--- src/rtl/collision_if.sv ---
// Purpose: row-scan / frog-position inputs and game-over outputs of collision_detect.
// Ports (signals):
//   row_valid, row_idx, road_pixels   road/lane row stream
//   frog_row, frog_pixels, respawn    frog position, mask and respawn pulse
//   hit, hit_row, life_lost, lives_left  collision results
// master drives the stream and frog signals; slave is the collision detector.
interface collision_if #(
  parameter int unsigned WIDTH = 16,
  parameter int unsigned ROW_W = 4
);
  logic             row_valid;
  logic [ROW_W-1:0] row_idx;
  logic [WIDTH-1:0] road_pixels;
  logic [ROW_W-1:0] frog_row;
  logic [WIDTH-1:0] frog_pixels;
  logic             respawn;
  logic             hit;
  logic [ROW_W-1:0] hit_row;
  logic             life_lost;
  logic [1:0]       lives_left;

  modport master (
    output row_valid, row_idx, road_pixels, frog_row, frog_pixels, respawn,
    input  hit, hit_row, life_lost, lives_left
  );

  modport slave (
    input  row_valid, row_idx, road_pixels, frog_row, frog_pixels, respawn,
    output hit, hit_row, life_lost, lives_left
  );
endinterface

--- src/rtl/collision_detect.sv ---
// Purpose: compares the road row the frog sits on against the frog mask and
//   latches a sticky game-over level, with a spawn grace period.
// Ports:
//   clk    system clock
//   reset  synchronous, active-high reset
//   bus    collision_if.slave: row stream + frog inputs, hit/hit_row/
//          life_lost/lives_left outputs (all registered)
// Optional feature: COLLIDE_LIVES_EN enables a lives counter; without it
//   life_lost and lives_left are tied 0 and the first collision is fatal.
module collision_detect #(
  parameter int unsigned WIDTH        = 16,
  parameter int unsigned ROW_W        = 4,
  parameter int unsigned GRACE_CYCLES = 8,
  parameter int unsigned LIVES        = 3
) (
  input logic        clk,
  input logic        reset,
  collision_if.slave bus
);

  localparam int unsigned CNT_W = (GRACE_CYCLES > 0) ? $clog2(GRACE_CYCLES + 1) : 1;
  localparam logic [CNT_W-1:0] CNT_LAST =
    (GRACE_CYCLES > 0) ? CNT_W'(GRACE_CYCLES - 1) : '0;

  typedef enum logic [1:0] {GRACE, WATCH, DEAD} state_t;

  // Entry state after reset, respawn or a non-fatal collision.
  localparam state_t START = (GRACE_CYCLES == 0) ? WATCH : GRACE;

  // lives_left is two bits wide.
  if (LIVES < 1 || LIVES > 3) begin : g_lives_range
    $error("collision_detect: LIVES must be in 1..3");
  end

  state_t           state_q, state_d;
  logic [CNT_W-1:0] cnt_q, cnt_d;
  logic             hit_q, hit_d;
  logic [ROW_W-1:0] hit_row_q, hit_row_d;
  logic             ovl_c;

`ifdef COLLIDE_LIVES_EN
  logic [1:0] lives_q, lives_d;
  logic       life_lost_q, life_lost_d;
`endif

  // Frog row is on the bus and at least one hazard pixel covers the frog.
  assign ovl_c = bus.row_valid && (bus.row_idx == bus.frog_row) &&
                 (|(bus.road_pixels & bus.frog_pixels));

  // Next-state and next-output logic.
  always_comb begin
    state_d   = state_q;
    cnt_d     = cnt_q;
    hit_d     = hit_q;
    hit_row_d = hit_row_q;
`ifdef COLLIDE_LIVES_EN
    lives_d     = lives_q;
    life_lost_d = 1'b0;
`endif
    case (state_q)
      GRACE: begin
        if (bus.respawn) begin
          cnt_d = '0;
        end else if (cnt_q == CNT_LAST) begin
          state_d = WATCH;
        end else begin
          cnt_d = cnt_q + CNT_W'(1);
        end
      end
      WATCH: begin
        // A collision takes priority over a simultaneous respawn.
        if (ovl_c) begin
`ifdef COLLIDE_LIVES_EN
          if (lives_q > 2'd1) begin
            lives_d     = lives_q - 2'd1;
            life_lost_d = 1'b1;
            state_d     = START;
            cnt_d       = '0;
          end else begin
            lives_d   = 2'd0;
            state_d   = DEAD;
            hit_d     = 1'b1;
            hit_row_d = bus.row_idx;
          end
`else
          state_d   = DEAD;
          hit_d     = 1'b1;
          hit_row_d = bus.row_idx;
`endif
        end else if (bus.respawn) begin
          state_d = START;
          cnt_d   = '0;
        end
      end
      DEAD: begin
        state_d = DEAD;
      end
      default: begin
        state_d = START;
        cnt_d   = '0;
      end
    endcase
  end

  // State and output registers.
  always_ff @(posedge clk) begin
    if (reset) begin
      state_q   <= START;
      cnt_q     <= '0;
      hit_q     <= 1'b0;
      hit_row_q <= '0;
`ifdef COLLIDE_LIVES_EN
      lives_q     <= 2'(LIVES);
      life_lost_q <= 1'b0;
`endif
    end else begin
      state_q   <= state_d;
      cnt_q     <= cnt_d;
      hit_q     <= hit_d;
      hit_row_q <= hit_row_d;
`ifdef COLLIDE_LIVES_EN
      lives_q     <= lives_d;
      life_lost_q <= life_lost_d;
`endif
    end
  end

  assign bus.hit     = hit_q;
  assign bus.hit_row = hit_row_q;
`ifdef COLLIDE_LIVES_EN
  assign bus.life_lost  = life_lost_q;
  assign bus.lives_left = lives_q;
`else
  assign bus.life_lost  = 1'b0;
  assign bus.lives_left = 2'd0;
`endif

endmodule

--- src/flat_wrapper.sv ---
// flat-port wrapper written by rule: the top's interface ports become plain ports
module collision_detect_flat 
#(
  parameter int unsigned WIDTH        = 16,
  parameter int unsigned ROW_W        = 4,
  parameter int unsigned GRACE_CYCLES = 8,
  parameter int unsigned LIVES        = 3
)
  (clk, reset, bus_row_valid, bus_row_idx, bus_road_pixels, bus_frog_row, bus_frog_pixels, bus_respawn, bus_hit, bus_hit_row, bus_life_lost, bus_lives_left);
  collision_if #(.WIDTH(WIDTH), .ROW_W(ROW_W)) bus_i ();
  input logic clk;
  input logic reset;
  input wire logic [$bits(bus_i.row_valid)-1:0] bus_row_valid;
  input wire logic [$bits(bus_i.row_idx)-1:0] bus_row_idx;
  input wire logic [$bits(bus_i.road_pixels)-1:0] bus_road_pixels;
  input wire logic [$bits(bus_i.frog_row)-1:0] bus_frog_row;
  input wire logic [$bits(bus_i.frog_pixels)-1:0] bus_frog_pixels;
  input wire logic [$bits(bus_i.respawn)-1:0] bus_respawn;
  output wire logic [$bits(bus_i.hit)-1:0] bus_hit;
  output wire logic [$bits(bus_i.hit_row)-1:0] bus_hit_row;
  output wire logic [$bits(bus_i.life_lost)-1:0] bus_life_lost;
  output wire logic [$bits(bus_i.lives_left)-1:0] bus_lives_left;
  assign bus_i.row_valid = bus_row_valid;
  assign bus_i.row_idx = bus_row_idx;
  assign bus_i.road_pixels = bus_road_pixels;
  assign bus_i.frog_row = bus_frog_row;
  assign bus_i.frog_pixels = bus_frog_pixels;
  assign bus_i.respawn = bus_respawn;
  assign bus_hit = bus_i.hit;
  assign bus_hit_row = bus_i.hit_row;
  assign bus_life_lost = bus_i.life_lost;
  assign bus_lives_left = bus_i.lives_left;
  collision_detect #(.WIDTH(WIDTH), .ROW_W(ROW_W), .GRACE_CYCLES(GRACE_CYCLES), .LIVES(LIVES)) u_core (.clk(clk), .reset(reset), .bus(bus_i));
endmodule
--- config.mk ---
export PLATFORM = sky130hd
export DESIGN_NAME = collision_detect_flat
export DESIGN_NICKNAME = d
export VERILOG_FILES = /design/src/rtl/collision_if.sv /design/src/rtl/collision_detect.sv /design/src/flat_wrapper.sv
export SDC_FILE = /design/constraint.sdc
export NUM_CORES = 1
export LEC_CHECK = 0
export BUFFER_PORTS_ARGS = -buffer_cell sky130_fd_sc_hd__buf_2
export CORE_UTILIZATION = 35
export DETAILED_ROUTE_END_ITERATION = 12
export GPL_ROUTABILITY_DRIVEN = 0
export PLACE_DENSITY = 0.75
export SYNTH_ARGS = -nofsm -noshare
export SYNTH_HDL_FRONTEND = slang
export SYNTH_SLANG_ARGS = --single-unit
--- constraint.sdc ---
create_clock -name clk -period 1.45 [get_ports clk]
set_input_delay 0.145 -clock clk [delete_from_list [all_inputs] [get_ports clk]]
set_output_delay 0.145 -clock clk [all_outputs]
set_load 0.02 [all_outputs]
==> qor.yml <==
status: "completed"
boundaryPins: 52
synthTopCellsByCount: "11 x dfxtp_1, 9 x nand2b_1, 5 x nor2_1"
die_area_sq_mm: 0.00218
synth_edf_count: 0
cts_sinks: 11
crit_fanout: 5
ys_top_cells_by_area: "dfxtp_1 31%, nand2b_1 8.0%, mux2i_1 5.7%"
drc_errors: 0
core_sq_mm: 0.00180
setup_viol: 0
cpLargestDelayFamily: "simple AND/OR/NAND/NOR gates"
viasPerCell: 5.14
critPathKind: "reg2reg"
track_usage: 0.191
synth_top_flop_cell: "dfxtp_1"
leakagePower_nw: 0.515
clkLatencyLatePin_ns: 0.28
ant_nets: 0
drive_above_1_share: 0.540
placed_cell_area_sq_mm: 0.00102
firstDrtPassIters: 4
skew_ns: 0.00541
die_x_microns: 46.7
min_period_ns: 1.42
synth_area_per_cell_sq_um: 9.10
drt_iter0_drc: 7
drv_slew: 0
ys_types: 31
cp_slowest_stage_delay_ns: 0.33
die_h_microns: 46.7
slowest_stage: "dfxtp_2"
ys_ff_latch: 11
crit_required_ns: 1.64
grt_pass1_vias: 774
rows: 15
cts_tree: "built"
min_path_type: "in2reg"
start_util: 0.389
synth.most_common_cell: "dfxtp_1"
final_hold_viol_count: 0
yosysTopAreaCell: "dfxtp_1"
final_cell_area_sq_mm: 0.00111
period_share: 0.982
timing.critical_path.from_type: "flop"
yosysWarnings: 0
final_nets: 183
grt_overflow: 0
io_buffer_count: 48
path_clk_slew_ns: 0.08
drv_cap: 0
cp_cell_sequence: "and2_4 > o2111ai_4 > nor4b_4 > buf_4 > nand2_4 > a311oi_2"
syn2layout_area_growth_pct: 58.2
h-tree-depth: 1
rsz0062_at_grt: "true"
synth_area_sq_um: 701
end_kind: "flop"
dp_cells: 156
dp_hpwl_microns: 1580
p_per_area_mw_per_mm2: 609
grt_first_pass_wirelength_microns: 2880
synth_seq_area_share: 0.314
netlist.area_leader.share: 0.314
timing.critical_path.buf_inv: 1
async_flop_share: 0
numCtsBuffers: 3
cts_buffer_depth: 2
drt-wirelength-per-cell_microns: 12.3
clock.fmax_mhz: 703
antenna_cells: 0
stdcell_count: 162
syn_inst: 77
grt_max_degree: 16
routed_wl_microns: 1990
num_vias: 833
irDropWorstVdd_uv: 269
cts_root_buf: "clkbuf_4"
antenna_found_initial: 0
critPathArrivalTime_ns: 1.61
[where the power goes]
| group | internal, W | total (W) | switching [W] |
|---|---|---|---|
| registers | 0.000304 | 0.000306 | 0.00000164 |
| logic | 0.0000801 | 0.000144 | 0.0000635 |
| clock network | 0.000107 | 0.000226 | 0.000119 |
| total | 0.000491 | 0.000676 | 0.000184 |
[cell usage in the layout (no fill, tap or decap), types with 2 or more instances in the layout]
| cell | synthesis | routed |
|---|---|---|
| a21oi_1 | 4 | 4 |
| a221oi_1 | 4 | 4 |
| a22o_1 | 4 | 4 |
| a311oi_1 | 4 | 3 |
| a311oi_2 | 1 | 2 |
| and2_4 | 0 | 3 |
| buf_2 | 0 | 48 |
| buf_4 | 3 | 11 |
| clkbuf_4 | 0 | 3 |
| conb_1 | 1 | 3 |
| dfxtp_1 | 11 | 10 |
| inv_1 | 3 | 3 |
| mux2i_1 | 4 | 4 |
| nand2_1 | 2 | 2 |
| nand2b_1 | 9 | 9 |
| nor2_1 | 5 | 4 |
| or2b_1 | 2 | 2 |
[tightest hold or removal path, stage by stage]
cell and delay, ns:
buf_2 0.11, nand2b_1 0.06, mux2i_1 0.06
[cells by family after synthesis]
kind of cell | count (synthesis) | share of synthesized area
xor+xnor | 1 | 0.0125
buf+inv | 8 | 0.0696
mux | 4 | 0.0571
simple gates | 28 | 0.250
fa+ha+maj | 1 | 0.0179
other cells | 1 | 0.00535
compound gates | 23 | 0.273
flops | 11 | 0.314
[stage by stage]
| stage | hold WS, ns | TNS (ns) | util | worst slack (ns) | total power, W |
|---|---|---|---|---|---|
| floorplan | 0.300 | 0 | - | 0.00322 | 0.000377 |
| global placement | 0.429 | -0.101 | 0.564 | -0.0283 | 0.000447 |
| detailed placement | 0.446 | -0.440 | 0.564 | -0.0848 | 0.000452 |
| CTS | 0.156 | 0 | 0.605 | 0.000783 | 0.000668 |
| global route | 0.159 | -0.102 | 0.615 | -0.0410 | 0.000707 |
| finish | 0.147 | 0 | 0.615 | 0.0268 | 0.000676 |
[what timing repair did]
item	CTS	global route
resized for setup	10	4
pin swaps	3	4
endpoints found under the setup margin	8	6
buffers inserted	1	1
hold buffers	0	0
[per-layer routing]
| layer | up-vias | track usage | routed length [microns] |
|---|---|---|---|
| li1 | 406 | - | - |
| met1 | 361 | 0.175 | 737 |
| met2 | 59 | 0.383 | 1040 |
| met3 | 7 | 0.0308 | 155 |
| met4 | 0 | 0.114 | 54 |
| met5 | - | 0 | 0 |
[flip-flops by register name, indices dropped and copies added (netlist names)]
register	cells
u_core.bus.hit_row	4
u_core.cnt_q	4
u_core.state_q	2
u_core.bus.hit	1
[layout make-up]
class / count / area [sq um]
sequential: 11 / 221
multi-input combinational: 60 / 495
timing repair buffer: 59 / 323
tap: 25 / 31.3
inverter: 3 / 11.3
fill: 159 / 693
clock buffer: 4 / 26.3
[path summary, 6_finish.rpt]
check | from | endpoint | slack, ns | cells past startpoint
max | u_core.state_q[0] | u_core.cnt_q[1] | 0.03 | 6
min | bus_row_idx[1] | u_core.bus.hit_row[1] | 0.15 | 3
max reg2reg | u_core.state_q[0] | u_core.cnt_q[1] | 0.03 | 6
min reg2reg | u_core.bus.hit_row[0] | u_core.bus.hit_row[0] | 0.48 | 2
No activity file was read; power rests on OpenSTA's default activity.
